--- src/rtl/modbus_rtu_tx_framer.sv ---
// Modbus RTU response framer: buffers a PDU, appends CRC-16/Modbus, paces bytes into uart_tx after the t3.5 gap.
// Optional RS-485 driver enable with lead time is built when RS485_DE_EN is defined.
module modbus_rtu_tx_framer #(
    parameter int MAX_LEN    = 32,
    parameter int GAP_CYCLES = 21000
`ifdef RS485_DE_EN
    ,
    parameter int DE_LEAD    = 104
`endif
) (
    input  logic       clk,
    input  logic       rst,
    input  logic       in_valid,
    input  logic [7:0] in_data,
    input  logic       in_last,
    output logic       in_ready,
    output logic       tx_start,
    output logic [7:0] tx_data,
    input  logic       tx_busy,
    output logic       busy,
    output logic       frame_done,
    output logic       overflow
`ifdef RS485_DE_EN
    ,
    output logic       de
`endif
);

    localparam int AW = $clog2(MAX_LEN);
    localparam int LW = $clog2(MAX_LEN + 1);
    localparam int IW = $clog2(MAX_LEN + 2);
    localparam int CW = $clog2(GAP_CYCLES + 1);

    typedef enum logic [2:0] {
        S_LOAD,
        S_DISCARD,
        S_GAP,
        S_SEND,
        S_DRAIN
    } state_t;

    state_t        r_state;
    logic [7:0]    r_buf [MAX_LEN];
    logic [LW-1:0] r_len;
    logic [IW-1:0] r_idx;
    logic [15:0]   r_crc;
    logic [CW-1:0] r_idle;
    logic          r_tx_start;
    logic          r_start_d;
    logic [7:0]    r_tx_data;
    logic          r_in_ready;
    logic          r_busy;
    logic          r_frame_done;
    logic          r_overflow;

    logic          w_xfer;
    logic          w_line_free;
    logic          w_lead_ok;
    logic          w_full;
    logic [IW-1:0] w_len_x;
    logic [7:0]    w_byte;

    function automatic logic [15:0] f_crc_byte(input logic [15:0] c, input logic [7:0] d);
        logic [15:0] v;
        v = c ^ {8'h00, d};
        for (int i = 0; i < 8; i++) begin
            v = v[0] ? ((v >> 1) ^ 16'hA001) : (v >> 1);
        end
        return v;
    endfunction

    assign w_xfer      = in_valid && r_in_ready;
    assign w_full      = (r_len == LW'(MAX_LEN));
    assign w_len_x     = IW'(r_len);
    // uart_tx raises busy one cycle late, so the cycle after a start is never trusted
    assign w_line_free = !tx_busy && !r_tx_start && !r_start_d;

    always_comb begin
        w_byte = 8'h00;
        if (r_idx < w_len_x) begin
            w_byte = r_buf[r_idx[AW-1:0]];
        end else if (r_idx == w_len_x) begin
            w_byte = r_crc[7:0];
        end else begin
            w_byte = r_crc[15:8];
        end
    end

    always_ff @(posedge clk) begin
        if (r_state == S_LOAD && w_xfer && !w_full) begin
            r_buf[r_len[AW-1:0]] <= in_data;
        end
    end

    // Line-idle timer runs in every state so a frame queued during the gap still waits it out
    always_ff @(posedge clk or posedge rst) begin
        if (rst) begin
            r_idle <= CW'(GAP_CYCLES);
        end else if (tx_busy || r_tx_start) begin
            r_idle <= '0;
        end else if (r_idle != CW'(GAP_CYCLES)) begin
            r_idle <= r_idle + CW'(1);
        end
    end

`ifdef RS485_DE_EN
    localparam int DW = $clog2(DE_LEAD + 1);
    logic [DW-1:0] r_lead;
    logic          r_de;
    assign w_lead_ok = (r_lead == '0);
    assign de        = r_de;

    always_ff @(posedge clk or posedge rst) begin
        if (rst) begin
            r_lead <= '0;
            r_de   <= 1'b0;
        end else if (r_state == S_GAP && r_idle >= CW'(GAP_CYCLES)) begin
            r_lead <= DW'(DE_LEAD - 1);
            r_de   <= 1'b1;
        end else if (r_state == S_SEND && r_lead != '0) begin
            r_lead <= r_lead - DW'(1);
        end else if (r_state == S_DRAIN && w_line_free) begin
            r_de   <= 1'b0;
        end
    end
`else
    assign w_lead_ok = 1'b1;
`endif

    always_ff @(posedge clk or posedge rst) begin
        if (rst) begin
            r_state      <= S_LOAD;
            r_len        <= '0;
            r_idx        <= '0;
            r_crc        <= 16'hFFFF;
            r_tx_start   <= 1'b0;
            r_start_d    <= 1'b0;
            r_tx_data    <= 8'h00;
            r_in_ready   <= 1'b1;
            r_busy       <= 1'b0;
            r_frame_done <= 1'b0;
            r_overflow   <= 1'b0;
        end else begin
            r_tx_start   <= 1'b0;
            r_start_d    <= r_tx_start;
            r_frame_done <= 1'b0;
            r_overflow   <= 1'b0;
            case (r_state)
                S_LOAD: begin
                    if (w_xfer) begin
                        r_busy <= 1'b1;
                        if (w_full) begin
                            if (in_last) begin
                                r_overflow <= 1'b1;
                                r_len      <= '0;
                                r_crc      <= 16'hFFFF;
                                r_busy     <= 1'b0;
                            end else begin
                                r_state <= S_DISCARD;
                            end
                        end else begin
                            r_crc <= f_crc_byte(r_crc, in_data);
                            r_len <= r_len + LW'(1);
                            if (in_last) begin
                                r_state    <= S_GAP;
                                r_in_ready <= 1'b0;
                            end
                        end
                    end
                end
                S_DISCARD: begin
                    if (w_xfer && in_last) begin
                        r_overflow <= 1'b1;
                        r_len      <= '0;
                        r_crc      <= 16'hFFFF;
                        r_busy     <= 1'b0;
                        r_state    <= S_LOAD;
                    end
                end
                S_GAP: begin
                    if (r_idle >= CW'(GAP_CYCLES)) begin
                        r_idx   <= '0;
                        r_state <= S_SEND;
                    end
                end
                S_SEND: begin
                    if (w_line_free && w_lead_ok) begin
                        r_tx_start <= 1'b1;
                        r_tx_data  <= w_byte;
                        r_idx      <= r_idx + IW'(1);
                        if (r_idx == w_len_x + IW'(1)) begin
                            r_state <= S_DRAIN;
                        end
                    end
                end
                S_DRAIN: begin
                    if (w_line_free) begin
                        r_frame_done <= 1'b1;
                        r_len        <= '0;
                        r_crc        <= 16'hFFFF;
                        r_busy       <= 1'b0;
                        r_in_ready   <= 1'b1;
                        r_state      <= S_LOAD;
                    end
                end
                default: r_state <= S_LOAD;
            endcase
        end
    end

    assign in_ready   = r_in_ready;
    assign tx_start   = r_tx_start;
    assign tx_data    = r_tx_data;
    assign busy       = r_busy;
    assign frame_done = r_frame_done;
    assign overflow   = r_overflow;

endmodule
--- config.mk ---
export PLATFORM = sky130hd
export DESIGN_NAME = modbus_rtu_tx_framer
export DESIGN_NICKNAME = d
export VERILOG_FILES = /design/src/rtl/modbus_rtu_tx_framer.sv
export SDC_FILE = /design/constraint.sdc
export NUM_CORES = 1
export LEC_CHECK = 0
export ABC_AREA = 1
export CELL_PAD_IN_SITES_DETAIL_PLACEMENT = 2
export CELL_PAD_IN_SITES_GLOBAL_PLACEMENT = 2
export CORE_ASPECT_RATIO = 0.7
export CORE_MARGIN = 2
export CORE_UTILIZATION = 40
export CTS_CLUSTER_DIAMETER = 40
export DETAILED_ROUTE_END_ITERATION = 8
export PLACE_DENSITY_LB_ADDON = 0.1
export SYNTH_ARGS = -nofsm -noshare
export SYNTH_HDL_FRONTEND = slang
export SYNTH_SLANG_ARGS = --single-unit
--- constraint.sdc ---
create_clock -name clk -period 6.2 [get_ports clk]
set_input_delay 1.24 -clock clk [delete_from_list [all_inputs] [get_ports clk]]
set_output_delay 1.24 -clock clk [all_outputs]
set_load 0.1 [all_outputs]
==> run summary <==
=================================================================================
Worst vdd rail ir drop .............................................     0.276 mV
Worst-Skew Late Latency ............................................       540 ps
Final-stage net count ..............................................        1,274
Synthesized area divided by synthesized cell count .................   11.2 sq um
Residual overflow from global routing ..............................            0
Capturing element type of the critical path ........................         flop
Nets in the synthesized netlist ....................................        1,248
P_sw ...............................................................      1.05 mW
Setup-failing EPs final ............................................            0
Kind of critical path .............................................. flop to flop
Number of clock sinks ..............................................          316
Clock buffer depth .................................................            3
Number of buffers inserted during clock tree synthesis .............           40
GP Congestion ......................................................        0.791
Cells along the critical path ...................................... inv_1 > ha_1 > nand4_1 > nand2_1 > nor2_4 > nand2_1 > nor2_1
Number of antenna violations at the first check in global routing ..            0
Drt wl/cell ........................................................      26.1 um
Fraction of power spent switching nets .............................        22.1%
Sum of routed wire segments on met1 ................................      21.7 mm
Portion of synthesized cell area occupied by the leading cell type .        55.9%
Root buffer cell ...................................................    clkbuf_16
Top routing layer in use ...........................................         met4
First-pass detailed-route iteration total ..........................            5
Final Hold Fails ...................................................            0
Async SR Flop Fraction .............................................        19.0%
Register-to-register setup slack ...................................      2330 ps
Critical path fanouts, max .........................................           25
Hold path depth ....................................................            0
Crit Reg-Reg Endpoint .............................................. r_buf[12][2]$_DFFE_PP_
Share of power burned in registers .................................        48.7%
Prevailing post-synth register cell ................................     edfxtp_1
Via count ..........................................................        9,707
1st-iter DRT viols .................................................          750
GRT Total Usage ....................................................        25.3%
Reported max-cap violation count ...................................            0
Vertical die dimension .............................................       159 um
Clock Skews ........................................................      14.8 ps
HPWL Detailed ......................................................      28.8 mm
Total Power Consumption ............................................      4.74 mW
Clock period minus worst slack .....................................      3870 ps
Length of routed met3 wiring .......................................      2.56 mm
Overall die width ..................................................       226 um
Number of buffers added for setup after CTS ........................            0
Total Die Area ..................................................... 35,900 sq um
Fraction of power consumed by the clock network ....................        48.6%
Crit start category ................................................         flop
Cell area after layout ............................................. 15,600 sq um
Number of register bits inferred by synthesis ......................          316
Antenna viol nets, final ...........................................            0
Unrepaired setup endpoints after global routing ....................        false
Register area share after synthesis ................................        67.1%
Post-detailed-placement cell area .................................. 14,400 sq um
Post-detailed-route DRC marker count ...............................            0
Initial standard-cell utilization of the core ......................        40.9%
Commonest cells after routing, fill and taps aside ................. edfxtp_1 (256), nor2_1 (216), nand2_1 (143), o21ai_0 (127), nand3_1 (66)
Pleak ..............................................................      5.56 nW
Crit-path max cell delay ...........................................       810 ps
Util after Layout ..................................................        46.5%
Critical path's slowest cell .......................................       nor2_1
Share of cells above drive strength 1 ..............................        11.3%
Global-route wire length before repair .............................      67.4 mm
Post-CTS resize count ..............................................            0
Synth top area cells ............................................... edfxtp_1 (56%), dfrtp_1 (7.1%), nor2_1 (5.9%), o21ai_0 (4.6%), dfstp_2 (4.0%)
Final Cycle Share ..................................................        62.4%
Count of pins on the block boundary ................................           26
Power per Cell Area ................................................  303 nW/um^2
Clock transition at path regs ......................................        60 ps
Synth Instances ....................................................        1,222
TritonCTS clock tree ...............................................          yes
R2R cell count .....................................................            7
Hold Crit Class .................................................... flop to flop
Max transition margin ..............................................        11.7%
Worst EP arrival ...................................................      4020 ps
Area added between synthesis and finish ............................        13.8%
Most common library cell in the layout ignoring fill and taps ......     edfxtp_1
Number of fill cells ...............................................        3,384
Number of antenna repair diodes ....................................            0
Routed wire length on met2 .........................................      19.8 mm
Via count of the first global-routing pass .........................       10,400
CTS H-tree lvls ....................................................            2
Worst slack on hold paths ..........................................       429 ps
EDFF count, synth ..................................................          256
Reg-to-reg startpoint .............................................. r_len[0]$_DFFE_PP0P_
Core Area .......................................................... 33,600 sq um
Final Max Tran Viols ...............................................            0
Most numerous cell on the critical path ............................      nand2_1
Via-per-instance ratio .............................................         5.68
Total detailed-routing wirelength ..................................      44.7 mm
Number of buffer cells added on primary ports ......................           25
Internal Pwr Total .................................................      3.69 mW
Status .............................................................    completed
Combinational cell fraction of total power .........................         2.7%
Hold path startpoint ............................................... tx_start$_DFF_PP0_
End of the worst hold path ......................................... r_start_d$_DFF_PP0_
Post-CTS Hold Fix Bufs .............................................            0
Floorplan row count ................................................           56
Netlist area before placement ...................................... 13,700 sq um
FMAX ...............................................................      259 MHz
Tightest Pin Transition ............................................      1320 ps
Critical path data required time ...................................      6360 ps
Maximum number of pins on one net before global-route repair .......           87
Post-synth top area cell ...........................................     edfxtp_1
Synth warnings .....................................................            0
Sum of negative setup slack ........................................         0 ps
Count of unique library cells instantiated by Yosys ................           41
=================================================================================
-- worst max-delay path, delay by kind of cell (launching register included) --
kind	cells	cell delay (ps)
and+or+nand+nor	5	2650
DFF	1	470
adders and majority gates	1	250
buffers and inverters	1	100
-- power by group through the flow --
stage	Sequential [mW]	Clock, mW	Combinational (mW)
finish	2.31	2.30	0.127
global route	2.31	2.41	0.139
CTS	2.31	2.34	0.130
detailed placement	2.35	0	0.129
global placement	2.35	0	0.126
floorplan	2.37	0	0.0331
-- cells by family (layout without fill, tap and decap cells) --
kind of cell	Yosys count	count (layout)	share of synthesized area [%]
and+or+nand+nor	458	458	14.1
DFF	316	316	67.1
AOI/OAI and AO/OA	287	287	12.4
buffers and inverters	131	184	4.23
xor gates and xnor gates	17	17	1.08
adders and majority gates	13	13	1.18
-- area by class of cell --
class                   instances  area, sq um  area share, %
flip-flops and latches        316         9220           59.0
multi-input cells             775         3950           25.2
inverters                      77          292           1.86
clock inverters                24          229           1.46
well taps                     435          544           3.48
repair buffers                 38          348           2.22
clock buffers                  45         1060           6.78
-- metrics by stage --
step           setup slack (ps)  std cells
2_1_floorplan              3510       1222
3_3_place_gp               1920       1641
3_5_place_dp               1810       1641
4_1_cts                    2300       1710
5_1_grt                    2050       1710
6_report                   2330       1710
-- layer usage --
layer / vias up / global-route usage [%]
met2: 240 / 38.3
met4: 0 / 4.73
li1: 4382 / -
met5: - / 0
met3: 55 / 4.72
met1: 5030 / 38.4
-- worst max path at each step --
stage / end / cells past startpoint / slack, ps / from
after floorplan: busy$_DFFE_PP0P_ / 1 / 3510 / rst
after global placement: r_buf[8][3]$_DFFE_PP_ / 5 / 1920 / in_valid
after detailed placement: r_buf[8][5]$_DFFE_PP_ / 5 / 1810 / in_valid
final: r_buf[12][2]$_DFFE_PP_ / 7 / 2330 / r_len[0]$_DFFE_PP0P_
after global routing: r_buf[8][2]$_DFFE_PP_ / 7 / 2050 / r_len[0]$_DFFE_PP0P_
after CTS: r_buf[8][4]$_DFFE_PP_ / 7 / 2300 / r_len[0]$_DFFE_PP0P_
-- state kept, by name (all words and copies together) (netlist names) --
signal / flops
r_idx: 6
frame_done: 1
r_crc: 16
r_len: 6
tx_start: 1
r_idle: 15
overflow: 1
in_ready: 1
r_state: 3
r_start_d: 1
tx_data: 8
busy: 1
r_buf: 256
-- synth_stat cells (11+ instances only) --
cell type	number
inv_1	61
dfstp_2	21
ha_1	13
o21ai_0	127
buf_2	22
a21oi_1	45
o211ai_1	27
nor2_1	216
edfxtp_1	256
xor2_1	11
nand3_1	66
clkbuf_1	19
a22oi_1	19
dfrtp_1	39
o21ai_1	31
inv_2	12
o22ai_1	19
nand2_1	143
No activity file was read; power rests on OpenSTA's default activity.
